--- config.mk ---
export PLATFORM = sky130hd
export DESIGN_NAME = instr_fetch_ctrl_flat
export DESIGN_NICKNAME = d
export VERILOG_FILES = /design/src/rtl/instr_fetch_ctrl_pkg.sv /design/src/rtl/instr_fetch_ctrl_if.sv /design/src/rtl/instr_fetch_ctrl.sv /design/src/flat_wrapper.sv
export SDC_FILE = /design/constraint.sdc
export NUM_CORES = 1
export LEC_CHECK = 0
export BUFFER_PORTS_ARGS = -buffer_cell sky130_fd_sc_hd__clkbuf_2
export CAP_MARGIN = 5
export CORE_UTILIZATION = 25
export DETAILED_ROUTE_END_ITERATION = 8
export PLACE_DENSITY_LB_ADDON = 0.3
export SLEW_MARGIN = 20
export SYNTH_ARGS = -nofsm -noshare
export SYNTH_HDL_FRONTEND = slang
export SYNTH_SLANG_ARGS = --single-unit
--- constraint.sdc ---
create_clock -name clk -period 2.6 [get_ports clk]
set_clock_uncertainty 0.1 [all_clocks]
set_input_delay 0.39 -clock clk [delete_from_list [all_inputs] [get_ports clk]]
set_output_delay 0.39 -clock clk [all_outputs]
set_load 0.01 [all_outputs]
--- src/rtl/instr_fetch_ctrl_pkg.sv ---
`default_nettype none
// ============================================================================
// Module  : pkg_instr_fetch
// Brief   : Shared types and constants for the instruction fetch sequencer.
// Rev     : 1.0  initial release
// ============================================================================
package pkg_instr_fetch;

   typedef enum logic [2:0] {
      S_W0_LO = 3'd0,
      S_W0_HI = 3'd1,
      S_CHECK = 3'd2,
      S_W1_LO = 3'd3,
      S_W1_HI = 3'd4,
      S_ISSUE = 3'd5
   } instr_fetch_state_t;

   localparam int          INSTR_WORD_WIDTH = 16;
   localparam int          MEM_DATA_WIDTH   = 8;
   localparam logic [15:0] DEFAULT_RESET_PC = 16'h0000;

endpackage
`default_nettype wire

--- src/rtl/instr_fetch_ctrl_if.sv ---
`default_nettype none
// ============================================================================
// Module  : instr_fetch_ctrl_if
// Brief   : Memory-bus, decoder and execute-stage signals of the fetch sequencer.
// Rev     : 1.0  initial release
// ============================================================================
interface instr_fetch_ctrl_if
   import pkg_instr_fetch::*;
#(
   parameter int ADDR_WIDTH = 16
);
   logic                        mem_req;
   logic [ADDR_WIDTH-1:0]       mem_addr;
   logic                        mem_ack;
   logic [MEM_DATA_WIDTH-1:0]   mem_rdata;
   logic                        hold;
   logic [INSTR_WORD_WIDTH-1:0] dec_instr;
   logic [INSTR_WORD_WIDTH-1:0] dec_ext;
   logic                        dec_needs_ext;
   logic                        dec_valid;
   logic                        exec_done;
   logic                        branch_taken;
   logic [ADDR_WIDTH-1:0]       branch_target;
   logic [ADDR_WIDTH-1:0]       pc;

   modport master (
      output mem_req, mem_addr, dec_instr, dec_ext, dec_valid, pc,
      input  mem_ack, mem_rdata, hold, dec_needs_ext, exec_done,
             branch_taken, branch_target
   );

   modport slave (
      input  mem_req, mem_addr, dec_instr, dec_ext, dec_valid, pc,
      output mem_ack, mem_rdata, hold, dec_needs_ext, exec_done,
             branch_taken, branch_target
   );

endinterface
`default_nettype wire

--- src/rtl/instr_fetch_ctrl.sv ---
`default_nettype none
// ============================================================================
// Module  : instr_fetch_ctrl
// Brief   : Fetches 16-bit instructions (plus optional extension word) as byte
//           reads, issues them to decode/execute and owns the program counter.
// Rev     : 1.0  initial release
// ============================================================================
module instr_fetch_ctrl
   import pkg_instr_fetch::*;
#(
   parameter int                    ADDR_WIDTH = 16,
   parameter logic [ADDR_WIDTH-1:0] RESET_PC   = ADDR_WIDTH'(DEFAULT_RESET_PC)
) (
   input  wire logic          clk,
   input  wire logic          reset_n,
   instr_fetch_ctrl_if.master bus
);

   instr_fetch_state_t          r_state;
   instr_fetch_state_t          w_state_nxt;
   logic                        r_req;
   logic                        w_req_nxt;
   logic                        w_dec_valid;
   logic                        w_ack;
   logic                        w_retire;
   logic [ADDR_WIDTH-1:0]       r_pc;
   logic [ADDR_WIDTH-1:0]       r_fetch_addr;
   logic [INSTR_WORD_WIDTH-1:0] r_instr;
   logic [INSTR_WORD_WIDTH-1:0] r_ext;

   assign w_ack    = r_req & bus.mem_ack;
   assign w_retire = (r_state == S_ISSUE) & bus.exec_done;

   always_ff @(posedge clk) begin
      if (!reset_n) begin
         r_state <= S_W0_LO;
         r_req   <= 1'b0;
      end else begin
         r_state <= w_state_nxt;
         r_req   <= w_req_nxt;
      end
   end

   always_comb begin
      w_state_nxt = r_state;
      case (r_state)
         S_W0_LO: if (w_ack) w_state_nxt = S_W0_HI;
         S_W0_HI: if (w_ack) w_state_nxt = S_CHECK;
         S_CHECK: w_state_nxt = bus.dec_needs_ext ? S_W1_LO : S_ISSUE;
         S_W1_LO: if (w_ack) w_state_nxt = S_W1_HI;
         S_W1_HI: if (w_ack) w_state_nxt = S_ISSUE;
         S_ISSUE: if (bus.exec_done) w_state_nxt = S_W0_LO;
         default: w_state_nxt = S_W0_LO;
      endcase
   end

   // mem_req is registered, so hold is sampled one edge ahead of the request
   // it gates; a request already raised stays up until acknowledged.
   always_comb begin
      w_dec_valid = (r_state == S_ISSUE);
      w_req_nxt   = 1'b0;
      case (w_state_nxt)
         S_W0_LO: w_req_nxt = ((r_state == S_W0_LO) && r_req) ? 1'b1 : ~bus.hold;
         S_W0_HI,
         S_W1_LO,
         S_W1_HI: w_req_nxt = 1'b1;
         default: w_req_nxt = 1'b0;
      endcase
   end

   always_ff @(posedge clk) begin
      if (!reset_n) begin
         r_pc         <= RESET_PC;
         r_fetch_addr <= RESET_PC;
         r_instr      <= '0;
         r_ext        <= '0;
      end else begin
         if (w_ack) begin
            r_fetch_addr <= r_fetch_addr + 1'b1;
            case (r_state)
               S_W0_LO: r_instr[MEM_DATA_WIDTH-1:0]                <= bus.mem_rdata;
               S_W0_HI: r_instr[INSTR_WORD_WIDTH-1:MEM_DATA_WIDTH] <= bus.mem_rdata;
               S_W1_LO: r_ext[MEM_DATA_WIDTH-1:0]                  <= bus.mem_rdata;
               S_W1_HI: r_ext[INSTR_WORD_WIDTH-1:MEM_DATA_WIDTH]   <= bus.mem_rdata;
               default: ;
            endcase
         end
         if ((r_state == S_CHECK) && !bus.dec_needs_ext) begin
            r_ext <= '0;
         end
         if (w_retire) begin
            if (bus.branch_taken) begin
               r_pc         <= bus.branch_target;
               r_fetch_addr <= bus.branch_target;
            end else begin
               r_pc <= r_fetch_addr;
            end
         end
      end
   end

   assign bus.mem_req   = r_req;
   assign bus.mem_addr  = r_fetch_addr;
   assign bus.dec_instr = r_instr;
   assign bus.dec_ext   = r_ext;
   assign bus.dec_valid = w_dec_valid;
   assign bus.pc        = r_pc;

endmodule
`default_nettype wire

--- src/flat_wrapper.sv ---
// flat-port wrapper written by rule: the top's interface ports become plain ports
module instr_fetch_ctrl_flat import pkg_instr_fetch::*;
#(
   parameter int                    ADDR_WIDTH = 16,
   parameter logic [ADDR_WIDTH-1:0] RESET_PC   = ADDR_WIDTH'(DEFAULT_RESET_PC)
)
  (clk, reset_n, bus_mem_req, bus_mem_addr, bus_dec_instr, bus_dec_ext, bus_dec_valid, bus_pc, bus_mem_ack, bus_mem_rdata, bus_hold, bus_dec_needs_ext, bus_exec_done, bus_branch_taken, bus_branch_target);
  instr_fetch_ctrl_if #(.ADDR_WIDTH(ADDR_WIDTH)) bus_i ();
  input  wire logic clk;
  input  wire logic reset_n;
  output wire logic [$bits(bus_i.mem_req)-1:0] bus_mem_req;
  output wire logic [$bits(bus_i.mem_addr)-1:0] bus_mem_addr;
  output wire logic [$bits(bus_i.dec_instr)-1:0] bus_dec_instr;
  output wire logic [$bits(bus_i.dec_ext)-1:0] bus_dec_ext;
  output wire logic [$bits(bus_i.dec_valid)-1:0] bus_dec_valid;
  output wire logic [$bits(bus_i.pc)-1:0] bus_pc;
  input wire logic [$bits(bus_i.mem_ack)-1:0] bus_mem_ack;
  input wire logic [$bits(bus_i.mem_rdata)-1:0] bus_mem_rdata;
  input wire logic [$bits(bus_i.hold)-1:0] bus_hold;
  input wire logic [$bits(bus_i.dec_needs_ext)-1:0] bus_dec_needs_ext;
  input wire logic [$bits(bus_i.exec_done)-1:0] bus_exec_done;
  input wire logic [$bits(bus_i.branch_taken)-1:0] bus_branch_taken;
  input wire logic [$bits(bus_i.branch_target)-1:0] bus_branch_target;
  assign bus_mem_req = bus_i.mem_req;
  assign bus_mem_addr = bus_i.mem_addr;
  assign bus_dec_instr = bus_i.dec_instr;
  assign bus_dec_ext = bus_i.dec_ext;
  assign bus_dec_valid = bus_i.dec_valid;
  assign bus_pc = bus_i.pc;
  assign bus_i.mem_ack = bus_mem_ack;
  assign bus_i.mem_rdata = bus_mem_rdata;
  assign bus_i.hold = bus_hold;
  assign bus_i.dec_needs_ext = bus_dec_needs_ext;
  assign bus_i.exec_done = bus_exec_done;
  assign bus_i.branch_taken = bus_branch_taken;
  assign bus_i.branch_target = bus_branch_target;
  instr_fetch_ctrl #(.ADDR_WIDTH(ADDR_WIDTH), .RESET_PC(RESET_PC)) u_core (.clk(clk), .reset_n(reset_n), .bus(bus_i));
endmodule
==> reports/qor.txt <==
clock tree from TritonCTS: yes
worst-path fanout max: 19
area of combinational cells with multiple inputs: 0.00144 sq mm
number of cells upsized or downsized after cts: 0
DRC marker count from the first detailed-route iteration: 109
deepest clock path buffer count: 2
count of max-cap constraint violations: 0
Worst Max-Slew Pin Slew: 539 ps
number of buffer cells added on primary ports: 96
weighted congestion reported at the end of routability-driven placement: 0.757
wire length reported by the detailed router: 7740 microns
half-perimeter wire length after detailed placement: 5890 microns
cell type with the largest total area after synthesis: sky130_fd_sc_hd__dfxtp_1
drt via density: 4.59
path class of the lowest-slack min-delay path: primary input to flip-flop
H-Tree Depth: 3
net count reported at finish: 440
Worst path slowest cell: sky130_fd_sc_hd__dfxtp_1
Register Area: 0.00136 sq mm
crit path time final: 1790 ps
register bit count reported by yosys: 68
achievable frequency: 558 MHz
smallest setup slack after layout: 807 ps
share of flip-flops with an asynchronous set or reset after synthesis: 0
global-route usage over all layers: 0.134
total setup violations reported at the end of the flow: 0
number of clock buffers inserted by TritonCTS: 9
Vert. Die Dim: 110 microns
cell chain of the critical path: inv_2 -> nor3_4 -> nand2_1 -> buf_4 -> o21ai_0 -> a21oi_1
final slew viol count: 0
sort of element at the end of the critical path: flip-flop
switching power as a share of total power: 0.253
most common cell after layout, fill and taps aside: sky130_fd_sc_hd__clkbuf_2
number of synthesized flops with an enable pin: 0
number of buffer and inverter instances along the worst setup path: 2
Startpoint Class: flip-flop
synthesized area divided by synthesized cell count: 9.13 sq um
combinational share of power: 0.114
critical path data required time: 2710 ps
static power due to leakage: 1.77 nW
Data arrival, critical path: 1910 ps
horizontal die dimension: 110 microns
area inside the core boundary: 0.0111 sq mm
largest incremental delay on the critical path: 470 ps
fraction of synthesized cell area taken by the top area cell type: 0.469
fraction of layout instances using a drive strength above 1: 0.291
# DRC: 0
number of library cell types mapped by synthesis: 32
hold bufs inserted after CTS: 0
cell types with the largest area share after synthesis: sky130_fd_sc_hd__dfxtp_1, sky130_fd_sc_hd__mux2i_1, sky130_fd_sc_hd__nor2_1, sky130_fd_sc_hd__a211oi_1, sky130_fd_sc_hd__a21oi_1
overall via count from detail_route: 2539
gr ovfl total: 0
number of global-route vias before repair: 2291
net switching power of the design: 0.670 mW
buffer cell driving the clock tree root: sky130_fd_sc_hd__clkbuf_16
Worst Setup Path Type: flip-flop to flip-flop
peak supply drop: 0.000332 V
effective utilization at floorplan: 0.262
TNS Setup: 0 ps
synthesized area: 0.00290 sq mm
Cell Int Power: 1.97 mW
antenna violations before repair: 0
wire length of the first global-routing pass: 12000 microns
leading cell types in the layout, fill and taps excluded: sky130_fd_sc_hd__clkbuf_2, sky130_fd_sc_hd__dfxtp_1, sky130_fd_sc_hd__nor2_1
Final Cycle Share: 0.690
status: completed
number of fill cells in the layout: 1156
Pwr per Cell Area: 695 mW/mm^2
clock edge transition at the registers on the reported setup and hold paths: 60 ps
area added between synthesis and finish: 31.0%
sequential share of power: 0.428
Antenna Nets Post-Route: 0
register area share after synthesis: 0.469
worst-skew pair later-pin latency: 320 ps
nets in the synthesized netlist: 350
synthesized instance count: 318
total number of clock tree sinks: 68
detailed-route wire length per cell: 14.0 microns
largest net degree at the start of global routing: 33
unrepaired setup endpoints after global routing: false
1st-pass router iterations: 6
number of cell rows: 38
leading register cell type out of synthesis: sky130_fd_sc_hd__dfxtp_1
minimum setup slack after placement: 628 ps
diodes inserted: 0
Fin. Hold Viols: 0
area of the die: 0.0120 sq mm
power share of the clock group: 0.458
top-level I/O count: 97
family with the most delay on the worst path: flip-flops
slew margin rel.: 0.636
Setup Buffers After CTS: 0
Yosys warning count: 0
## layer usage
layer | track usage | part of all wire | vias to the layer above
li1 | - | - | 1303
met1 | 0.172 | 0.46 | 1176
met2 | 0.208 | 0.48 | 51
met3 | 0.0385 | 0.046 | 9
met4 | 0.0600 | 0.013 | 0
met5 | 0 | 0 | -
## synth_stat cells (all sizes together), types with 2 or more instances
cell type	number
buf	12
o21ai	12
clkbuf	10
and3	5
xor2	9
and2	4
nand3	11
xnor2	7
mux2i	40
nor3b	2
a21oi	21
dfxtp	68
a211oi	20
nand4	6
nor2	51
nand2b	2
inv	2
nand2	23
and4	3
## sequential cells by signal, indices dropped and copies added, names as in the netlist
signal	cells
u_core.bus.dec_instr	16
u_core.bus.mem_addr	16
u_core.r_state	3
u_core.bus.pc	16
u_core.bus.mem_req	1
u_core.bus.dec_ext	16
## cell type report
type                       count  share of cell area
tap                          140              0.0461
inverter                       2             0.00197
multi-input combinational    226               0.378
timing repair buffer         101               0.136
clock buffer                  10              0.0628
clock inverter                 6              0.0168
sequential                    68               0.358
## power groups by stage
stage / Sequential, mW / Clock, mW / Combinational (mW)
after floorplan: 1.15 / 0 / 0.185
after global placement: 1.15 / 0 / 0.302
after detailed placement: 1.15 / 0 / 0.304
after CTS: 1.13 / 1.23 / 0.305
after global routing: 1.14 / 1.29 / 0.337
final: 1.13 / 1.21 / 0.301
## worst paths after layout
kind                                                           start                              endpoint  slack (ps)  cells after the start
worst max register to register          u_core.r_state[2]$_SDFF_PN0_     u_core.bus.mem_addr[5]$_SDFF_PN0_         810                      6
worst min register to register  u_core.bus.dec_instr[0]$_SDFFE_PN0P_  u_core.bus.dec_instr[0]$_SDFFE_PN0P_         350                      2
worst max-delay path                    u_core.r_state[2]$_SDFF_PN0_     u_core.bus.mem_addr[5]$_SDFF_PN0_         810                      6
worst min-delay path                            bus_branch_target[4]     u_core.bus.mem_addr[4]$_SDFF_PN0_         260                      3
## tightest hold or removal path: stages
cell                       delay (ps)
sky130_fd_sc_hd__clkbuf_2          90
sky130_fd_sc_hd__nor2_1           100
sky130_fd_sc_hd__a211oi_1          50
## through the flow
stage	instances	instance area, sq um	total power [mW]	utilization	hold slack (ps)
floorplan	318	2900	1.34	-	381
global placement	537	3500	1.45	0.316	347
detailed placement	537	3500	1.46	0.316	349
CTS	553	3800	2.67	0.343	251
global route	553	3800	2.76	0.343	267
finish	553	3800	2.64	0.343	258
## cell families (layout without fill, tap and decap cells)
kind of cell / count (synthesis) / after routing / synth area share
and+or+nand+nor: 110 / 110 / 0.177
adders and majority gates: 1 / 1 / 0.00431
DFF: 68 / 68 / 0.469
buffers and inverters: 24 / 119 / 0.0379
xor gates and xnor gates: 16 / 16 / 0.0483
AOI/OAI and AO/OA: 59 / 59 / 0.126
muxes: 40 / 40 / 0.138
No activity file was read; power rests on OpenSTA's default activity.
